## src/rtl/program_loader.sv

```systemverilog
// program_loader: packs a little-endian byte stream into 32-bit words, writes them to
// instruction memory and holds the core in reset until the whole image has been loaded.
module program_loader #(
    parameter int ADDR_W = 14
) (
    input  logic              clk,
    input  logic              rstn,
    input  logic [7:0]        in_data,
    input  logic              in_valid,
    output logic              in_ready,
    input  logic              start,
    output logic              imem_we,
    output logic [ADDR_W-1:0] imem_addr,
    output logic [31:0]       imem_wdata,
    output logic              core_rstn,
    output logic              done,
    output logic              err,
    output logic [7:0]        illegal_cnt,
    output logic [ADDR_W-1:0] first_bad
);
    typedef enum logic [1:0] {HDR, LOAD, DONE, ERR} state_t;
    localparam logic [31:0] CAP = 32'(1) << ADDR_W;
    state_t          state;
    logic [1:0]      byte_idx;
    logic [23:0]     partial;
    logic [ADDR_W:0] idx;
    logic [ADDR_W:0] cnt;
    logic [31:0]     word;
    logic            fire;
    logic            last;
    logic            legal;
    assign fire  = in_valid & in_ready;
    assign last  = fire && byte_idx == 2'd3;
    assign word  = {in_data, partial};
    assign legal = word[6:0] inside {7'b0000011, 7'b0100011, 7'b0110011, 7'b1100011,
                                     7'b0010011, 7'b1101111, 7'b1100111, 7'b1010011};
    always_ff @(posedge clk or negedge rstn) begin
        if (!rstn) begin
            state       <= HDR;
            in_ready    <= 1'b1;
            imem_we     <= 1'b0;
            imem_addr   <= '0;
            imem_wdata  <= '0;
            core_rstn   <= 1'b0;
            done        <= 1'b0;
            err         <= 1'b0;
            illegal_cnt <= '0;
            first_bad   <= '0;
            byte_idx    <= '0;
            partial     <= '0;
            idx         <= '0;
            cnt         <= '0;
        end else begin
            imem_we <= 1'b0;
            if (fire) begin
                byte_idx <= byte_idx + 2'd1;
                partial  <= {in_data, partial[23:8]};
            end
            case (state)
                HDR: if (last) begin
                    if (word == 32'd0) begin
                        state     <= DONE;
                        in_ready  <= 1'b0;
                        done      <= 1'b1;
                        core_rstn <= 1'b1;
                    end else if (word > CAP) begin
                        state    <= ERR;
                        in_ready <= 1'b0;
                        err      <= 1'b1;
                    end else begin
                        state <= LOAD;
                        cnt   <= word[ADDR_W:0];
                        idx   <= '0;
                    end
                end
                LOAD: if (last) begin
                    imem_we    <= 1'b1;
                    imem_addr  <= idx[ADDR_W-1:0];
                    imem_wdata <= word;
                    idx        <= idx + (ADDR_W+1)'(1);
                    if (!legal) begin
                        if (illegal_cnt != 8'hFF) illegal_cnt <= illegal_cnt + 8'd1;
                        if (illegal_cnt == 8'd0) first_bad <= idx[ADDR_W-1:0];
                    end
                    if (idx + (ADDR_W+1)'(1) == cnt) begin
                        state     <= DONE;
                        in_ready  <= 1'b0;
                        done      <= 1'b1;
                        core_rstn <= 1'b1;
                    end
                end
                DONE: if (start) begin
                    state       <= HDR;
                    in_ready    <= 1'b1;
                    done        <= 1'b0;
                    core_rstn   <= 1'b0;
                    illegal_cnt <= '0;
                    first_bad   <= '0;
                    idx         <= '0;
                end
                ERR: if (start) begin
                    state    <= HDR;
                    in_ready <= 1'b1;
                    err      <= 1'b0;
                end
                default: ;
            endcase
        end
    end
endmodule

```

## config.mk

```make
export PLATFORM = sky130hd
export DESIGN_NAME = program_loader
export DESIGN_NICKNAME = d
export VERILOG_FILES = /design/src/rtl/program_loader.sv
export SDC_FILE = /design/constraint.sdc
export NUM_CORES = 1
export LEC_CHECK = 0
export BUFFER_PORTS_ARGS = -buffer_cell sky130_fd_sc_hd__buf_2
export CELL_PAD_IN_SITES_DETAIL_PLACEMENT = 0
export CELL_PAD_IN_SITES_GLOBAL_PLACEMENT = 1
export CORE_MARGIN = 3
export CORE_UTILIZATION = 40
export CTS_BUF_LIST = sky130_fd_sc_hd__clkbuf_16
export DETAILED_ROUTE_END_ITERATION = 12
export GPL_ROUTABILITY_DRIVEN = 0
export MAX_ROUTING_LAYER = met4
export PLACE_DENSITY_LB_ADDON = 0.1
export SETUP_SLACK_MARGIN = 0.05
export SLEW_MARGIN = 25
export SYNTH_ARGS = -nofsm -noshare
export SYNTH_HDL_FRONTEND = slang
export SYNTH_SLANG_ARGS = --single-unit
```

## constraint.sdc

```tcl
create_clock -name clk -period 4.1 [get_ports clk]
set_input_delay 0.41 -clock clk [delete_from_list [all_inputs] [get_ports clk]]
set_output_delay 0.41 -clock clk [all_outputs]
set_load 0.02 [all_outputs]
```

## Yosys cells after proc, flatten, opt, wreduce, memory -nomap -nowiden

Cells that the tools add are included.
Widths: inputs -> output; s select.

| cells by class | value |
|---|---|
| reduce and logical (&&, ||, !) cells | 18 |
| bitwise operators | 3 |
| $lt $le $gt $ge | 1 |
| add/subtract/negate cells | 3 |
| shift-type cells | 0 |
| multiplexer cells | 42 |
| multipliers | 0 |
| divide/modulo/power cells | 0 |
| eq/ne operators | 28 |

Operators by type and width:

| kind | count |
|---|---|
| $mux 15 | 5 |
| $mux 14 | 4 |
| $pmux 15 s3 | 1 |
| $gt 32x15->1 const B | 1 |
| $logic_not 32->1 | 1 |
| $mux 8 | 4 |
| $eq 7x7->1 const B | 4 |
| $pmux 14 s2 | 1 |
| $ne 2x2->1 const B | 12 |
| $reduce_and 5->1 | 4 |
| $mux 1 | 16 |
| $pmux 8 s2 | 1 |
| $add 15x1->15 const B | 1 |
| $eq 15x15->1 | 1 |
| $eq 7x6->1 const B | 2 |
| $mux 2 | 6 |
| $reduce_and 6->1 | 2 |
| $add 8x1->8 const B | 1 |
| $logic_not 8->1 | 1 |
| $ne 8x8->1 const B | 1 |
| $reduce_and 4->1 | 2 |
| $reduce_bool 8->1 | 1 |
| $eq 7x2->1 const B | 1 |
| $eq 7x5->1 const B | 1 |
| 16 further kinds | 21 |

| storage, ports and cells | value |
|---|---|
| bits in latches | 0 |
| bits in writable memories | 0 |
| word-level logic and storage cells | 108 |
| flip-flop bits (word level) | 130 |
| memories | 0 |
| output and inout bits | 73 |
| memory bits (read-only) | 0 |
| input port bits | 12 |

## Longest topological paths before layout

Gate-level depths: netlist of run 1.

| logic depth | value |
|---|---|
| word-level depth | 5 |
| mapped depth | 10 |
| gate-level depth less buffers | 8 |

## Worst setup path after synthesis of run 1

No wires, ideal clock.

| timing path | value |
|---|---|
| path kind | register -> register |
| from | register idx[1] |
| to | register state[0] |
| required time | 3.972 ns |
| period minus slack after synthesis | 2.551 ns |
| data arrival time | 2.424 ns |
| slack | 1.549 ns |
| stages on the path, launching flop included | 9 |
| cell sequence | dfrtp_1 ha_1 nand3_2 or4_1 xnor2_1 nand4_1 o41ai_2 and2b_1 mux2_1 |

| between the ends | value |
|---|---|
| longest elaborated chain between the ends | 4 |

RTL lines:

| element | RTL line | text |
|---|---|---|
| start: declaration | 26 | `logic [ADDR_W:0] idx;` |
| start signal: assignment | 80 | `idx <= idx + (ADDR_W+1)'(1);` |
| $add 15x1->15 | 85 | `if (idx + (ADDR_W+1)'(1) == cnt) begin` |
| $eq 15x15->1 | 85 |  |
| $ne 2x2->1 (no source line) | n/a |  |
| $reduce_and 4->1 (no source line) | n/a |  |
| end signal: assignment | 86 | `state <= DONE;` |
| end signal: assignment | 93 | `state <= HDR;` |
| end signal: assignment | 102 | `state <= HDR;` |
| end: declaration | 23 | `state_t state;` |

Every way passes these cells.
A chain may end at the register's enable or synchronous reset.

## Worst setup path in the final report of run 1

| timing path | value |
|---|---|
| from | register idx[0] |
| to | register state[0] |

Same word-level chain as after synthesis.

==> flow_metrics.py, run 1 <==
metrics = {
    "floorplan": {
        "core_area_mm2": 0.01475,
        "die-area_mm2": 0.01684,
        "die_w_um": 129.8,
        "initial_core_util_pct": 41.53,
        "io_pins": 85,
        "die_y_um": 129.8,
        "rows": 44,
    },
    "job": {
        "maxCapViolCount": 0,
    },
    "critical_path": {
        "crit_fanout": 9,
        "r2r_start": "idx[0]$_DFFE_PN0P_",
        "max_stage_delay_ns": 0.67,
        "worstPathRequired_ns": 4.40,
        "path_cells": "ha_1, nand3_2, nor4_1, xnor2_1, nand4_1, o41ai_2, and2b_1, mux2_1",
        "critPathTopFamily": "simple AND/OR/NAND/NOR gates",
        "critPathLaunch": "idx[0]$_DFFE_PN0P_",
        "cp_slowest_cell": "nor4_1",
        "arrival_ns": 3.37,
        "critPathLaunchType": "register",
        "cp_num_buf_inv": 0,
        "worstSetupPathType": "reg2reg",
        "crit_path_end_kind": "register",
    },
    "route": {
        "dr.pass1.iters": 4,
        "wl_per_cell_um": 16.56,
        "ant_nets": 0,
        "drcViolationCount": 0,
        "vias": 4650,
        "finalWirelength_mm": 14.49,
        "via_per_inst": 5.314,
        "drtIter0Drc": 227,
    },
    "yosys": {
        "synth_area_mm2": 0.006127,
        "syn_inst": 605,
        "ys_warn_count": 0,
        "synth_top_area_share_pct": 52.69,
        "synth_edf_count": 0,
        "async_reset_ff_share_pct": 100.0,
        "ys_seq_area_share_pct": 53.11,
        "synth.avg_cell_area_um2": 10.13,
        "synth_fp_nets": 625,
        "ys_types": 53,
        "synth-seq-cells": 130,
        "yosysTopAreaCell": "dfrtp_1",
        "synth_ff_type": "dfrtp_1",
        "synth_area_leaders": "dfrtp_1, nand2_1, mux2_2",
    },
    "global_routing": {
        "grt_overflow": 0,
        "grt_usage_pct": 18.81,
        "first_global_vias": 4490,
        "grt_pass1_wl_mm": 23.96,
        "antenna_found_initial": 0,
        "grt_max_degree": 71,
    },
    "clocking": {
        "postCtsSetupBuffers": 0,
        "postCtsHoldBufs": 0,
        "cts_tree": "yes",
        "ctsLongestPathBuffers": 2,
        "cts.repair.resized": 0,
        "numCtsBuffers": 17,
        "clock-sinks": 130,
        "clock_latency_ns": 0.41,
        "h-tree-depth": 4,
        "cts.clk_slew.worst_paths_ns": 0.06,
        "ctsRootBufferMaster": "clkbuf_16",
    },
    "sta": {
        "period_needed_ns": 3.071,
        "hold_slack_ns": 0.1293,
        "period_share_pct": 74.91,
        "fin_tns_setup_ns": 0,
        "grt_setup_unrepaired": "false",
        "finalHoldViolCount": 0,
        "fmax_mhz": 325.6,
        "worst_pin_slew_ns": 0.9156,
        "relSlewSlack_pct": 38.96,
        "setup_viol": 0,
        "finClkSkew_ns": 0.007268,
        "timing_max_transition_violations_final": 0,
    },
    "layout": {
        "drive_above_1_share_pct": 26.63,
        "fillers": 1392,
        "final_util_pct": 49.40,
        "layout-area-overhead-vs-synth_pct": 18.95,
        "diodes": 0,
        "fin_nets": 698,
    },
    "pwr": {
        "power_leakage_nw": 3.610,
        "worst_ir_drop_vdd_uv": 291.5,
        "power_density_mw_per_mm2": 763.1,
    },
    "place": {
        "portBuffers": 84,
        "dp_hpwl_mm": 9.673,
    },
    "run_status": {
        "outcome": "complete, no violations",
    },
    "min_path": {
        "hold_class": "in2async",
    },
}
[final timing paths]
kind	endpoint	slack (ns)	cells after the start
worst min-delay path	imem_addr[4]$_DFFE_PN0P_	0.13	1
worst max register to register	state[0]$_DFFE_PN0P_	1.03	8
max in group asynchronous	imem_wdata[26]$_DFFE_PN0P_	3.14	2
min in group clk	imem_wdata[27]$_DFFE_PN0P_	0.21	3
worst max-delay path	state[0]$_DFFE_PN0P_	1.03	8
worst min register to register	imem_wdata[27]$_DFFE_PN0P_	0.46	2
[where the power goes]
part	total (W)	leakage [nW]	switching (W)	internal [W]
Combinational	0.00181	1.63	0.00110	0.000711
Clock	0.00157	0.294	0.000561	0.00101
Sequential	0.00218	1.68	0.000438	0.00174
Total	0.00556	3.61	0.00210	0.00347
[per-layer routing]
layer	up-vias	GRT usage, %	wire length [um]
li1	2240	-	-
met1	2288	25.44	7039
met2	113	28.57	6779
met4	0	5.807	115
met3	9	4.093	557
met5	-	-	0
[metrics by stage]
step / total power (W) / worst slack [ns] / area, um^2 / instances
detailed placement: 0.004024 / 1.081 / 6671 / 843
floorplan: 0.003380 / 1.549 / 6127 / 605
global placement: 0.003998 / 1.155 / 6669 / 843
CTS: 0.005619 / 1.073 / 7288 / 875
finish: 0.005562 / 1.029 / 7288 / 875
global route: 0.005918 / 0.8457 / 7288 / 875
[placed cells by master, fill, tap and decap left out, types with 5 or more instances in the layout]
master,instances
nand2_1,160
dfrtp_1,129
buf_2,83
mux2_2,52
o21ai_0,30
nand3_1,18
clkbuf_16,17
nor2_1,16
xnor2_1,15
inv_1,12
nor2b_1,12
nor4_1,11
a21oi_1,10
nand4_1,9
ha_1,8
nand2b_1,7
xor2_1,6
o31ai_1,6
and3_1,5
or4_1,5
mux2i_1,5
[cell families after synthesis]
group / count (synthesis) / share of synthesized area, %
adder cells (fa/ha/maj): 8 / 1.634
AO/OA/AOI/OAI: 73 / 7.760
buffers and inverters: 46 / 3.247
XOR/XNOR: 21 / 3.002
AND/OR/NAND/NOR: 268 / 20.50
flip-flops: 130 / 53.11
multiplexers: 59 / 10.74
[cell usage after synthesis, types with 8 or more instances]
cell type and number:
nand2_1 161, dfrtp_1 129, mux2_2 52, o21ai_0 30
clkbuf_1 22, nand3_1 18, nor2_1 16, xnor2_1 15
inv_1 12, nor2b_1 12, nor4_1 11, a21oi_1 10
nand4_1 9, ha_1 8
[area by class of cell]
class	instances	area, um^2	share of cell area (%)
clock inverter	15	191.4	2.627
sequential	130	3254	44.65
inverter	12	45.04	0.6180
tap	184	230.2	3.159
timing repair buffer	88	465.4	6.386
multi-input combinational	429	2676	36.72
clock buffer	17	425.4	5.837
[sequential cells by signal, indices dropped and copies added, names as in the netlist]
signal	flops
illegal_cnt	8
byte_idx	2
imem_we	1
imem_wdata	32
done	1
state	2
cnt	15
first_bad	14
imem_addr	14
partial	24
in_ready	1
err	1
idx	15
(Power assumes the default switching activity.)
==> run 2, diff against run 1 <==
==> constraint.sdc (replaced) <==
create_clock -name clk -period 3 [get_ports clk]
set_input_delay 0.3 -clock clk [delete_from_list [all_inputs] [get_ports clk]]
set_output_delay 0.3 -clock clk [all_outputs]
set_load 0.02 [all_outputs]
==> flow_metrics.py, run 2 (same netlist as run 1, synthesis figures left out) <==
metrics = {
    "run_status": {
        "outcome": "complete, no violations",
    },
    "floorplan": {
        "rows": 44,
        "initial_core_util_pct": 41.53,
        "die-area_mm2": 0.01684,
        "die_y_um": 129.8,
        "die_w_um": 129.8,
        "core_area_mm2": 0.01475,
        "io_pins": 85,
    },
    "sta": {
        "worst_pin_slew_ns": 0.6687,
        "finClkSkew_ns": 0.007057,
        "relSlewSlack_pct": 55.42,
        "period_share_pct": 91.04,
        "fmax_mhz": 366.1,
        "setup_viol": 0,
        "finalHoldViolCount": 0,
        "finalWorstSetupSlack_ns": 0.2688,
        "timing_max_transition_violations_final": 0,
        "grt_setup_unrepaired": "false",
        "fin_tns_setup_ns": 0,
        "period_needed_ns": 2.731,
    },
    "pwr": {
        "power_density_mw_per_mm2": 1021,
        "worst_ir_drop_vdd_uv": 440.7,
        "finalPower_w": 0.007542,
        "power_leakage_nw": 3.693,
    },
    "critical_path": {
        "r2r_setup_slack_ns": 0.27,
        "reg2reg_depth": 7,
        "arrival_ns": 3.03,
        "worstSetupPathType": "reg2reg",
        "max_stage_delay_ns": 0.56,
        "r2r_start": "idx[3]$_DFFE_PN0P_",
        "crit_fanout": 12,
        "crit_path_end_kind": "register",
        "critPathLaunchType": "register",
        "path_cells": "nand4_1, or3_1, o2bb2ai_1, or4_4, o41ai_4, and2b_1, mux2_1",
        "r2r_end": "state[0]$_DFFE_PN0P_",
        "cp_slowest_cell": "dfrtp_1",
        "worstPathRequired_ns": 3.30,
    },
    "global_routing": {
        "first_global_vias": 4779,
        "grt_overflow": 0,
        "antenna_found_initial": 0,
        "grt_usage_pct": 19.59,
        "grt_max_degree": 53,
        "grt_pass1_wl_mm": 24.93,
    },
    "clocking": {
        "cts_tree": "yes",
        "h-tree-depth": 4,
        "numCtsBuffers": 17,
        "ctsLongestPathBuffers": 2,
        "ctsRootBufferMaster": "clkbuf_16",
        "clock_latency_ns": 0.42,
        "clock-sinks": 130,
        "cts.clk_slew.worst_paths_ns": 0.06,
    },
    "place": {
        "dp_hpwl_mm": 10.35,
        "preCtsSetupSlack_ns": 0.1112,
        "portBuffers": 84,
    },
    "min_path": {
        "hold_end": "imem_wdata[27]$_DFFE_PN0P_",
        "min_from": "in_data[3]",
        "hold_class": "in2reg",
        "holdPathStages": 3,
    },
    "layout": {
        "fillers": 1386,
        "drive_above_1_share_pct": 27.93,
        "largest-register": "imem_wdata",
        "fin_nets": 719,
        "layout-area-overhead-vs-synth_pct": 20.56,
        "final_cell_mix": "nand2_1, dfrtp_1, buf_2",
        "layout_commonest_cell": "nand2_1",
        "diodes": 0,
        "largest_reg_flops": 32,
        "top_regs": "imem_wdata x32, partial x24",
        "final_util_pct": 50.07,
    },
    "job": {
        "maxCapViolCount": 0,
    },
    "route": {
        "via_per_inst": 5.308,
        "wl_per_cell_um": 16.81,
        "drtIter0Drc": 276,
        "drcViolationCount": 0,
        "dr.pass1.iters": 4,
        "finalWirelength_mm": 15.01,
        "vias": 4740,
        "ant_nets": 0,
    },
}
run 2: per-layer routing:
metal	track usage, %	part of all wire, %	vias to the layer above
met5	-	0	-
met4	8.130	2.4	0
met3	4.298	5.4	32
met2	29.69	46	144
met1	25.60	46	2295
li1	-	-	2269
run 2: worst max-delay path by stage:
stage	startpoint	to	cells past startpoint
2_1_floorplan	idx[1]$_DFFE_PN0P_	state[0]$_DFFE_PN0P_	8
3_3_place_gp	idx[1]$_DFFE_PN0P_	state[0]$_DFFE_PN0P_	8
3_5_place_dp	idx[1]$_DFFE_PN0P_	state[0]$_DFFE_PN0P_	8
4_1_cts	idx[1]$_DFFE_PN0P_	state[0]$_DFFE_PN0P_	8
5_1_grt	state[1]$_DFFE_PN0P_	first_bad[1]$_DFFE_PN0P_	9
6_report	idx[3]$_DFFE_PN0P_	state[0]$_DFFE_PN0P_	7
run 2: final cells by class:
class | count | area, um^2 | share of cell area (%)
Clock buffer | 17 | 425.4 | 5.759
Multi-Input combinational cell | 429 | 2691 | 36.43
Inverter | 12 | 45.04 | 0.6098
Sequential cell | 130 | 3256 | 44.07
Tap cell | 184 | 230.2 | 3.117
Timing Repair Buffer | 109 | 613.1 | 8.299
Clock inverter | 12 | 126.4 | 1.711
run 2: timing repair:
action,CTS,global route
gates resized for setup,0,4
endpoints found under the hold margin,48,0
hold buffers,1,0
endpoints found under the setup margin,0,2
buffers inserted,0,0
run 2: critical path, delay by kind of cell, from the launching register on:
family / cells / cell delay (ns)
AO/OA/AOI/OAI: 2 / 0.48
flip-flops: 1 / 0.56
multiplexers: 1 / 0.31
AND/OR/NAND/NOR: 4 / 1.26
run 2: power breakdown:
part	switching (W)	leakage [nW]	internal [W]
clock	0.000724	0.278	0.00127
combinational	0.00157	1.73	0.00104
sequential	0.000560	1.68	0.00239
total	0.00285	3.69	0.00469
run 2: metrics by stage:
stage	cells	instance area (um^2)	hold WS (ns)
floorplan	605	6127	0.004409
global placement	863	6807	0.3768
detailed placement	863	6807	0.3779
CTS	893	7368	0.09946
global route	893	7387	0.1118
finish	893	7387	0.1075
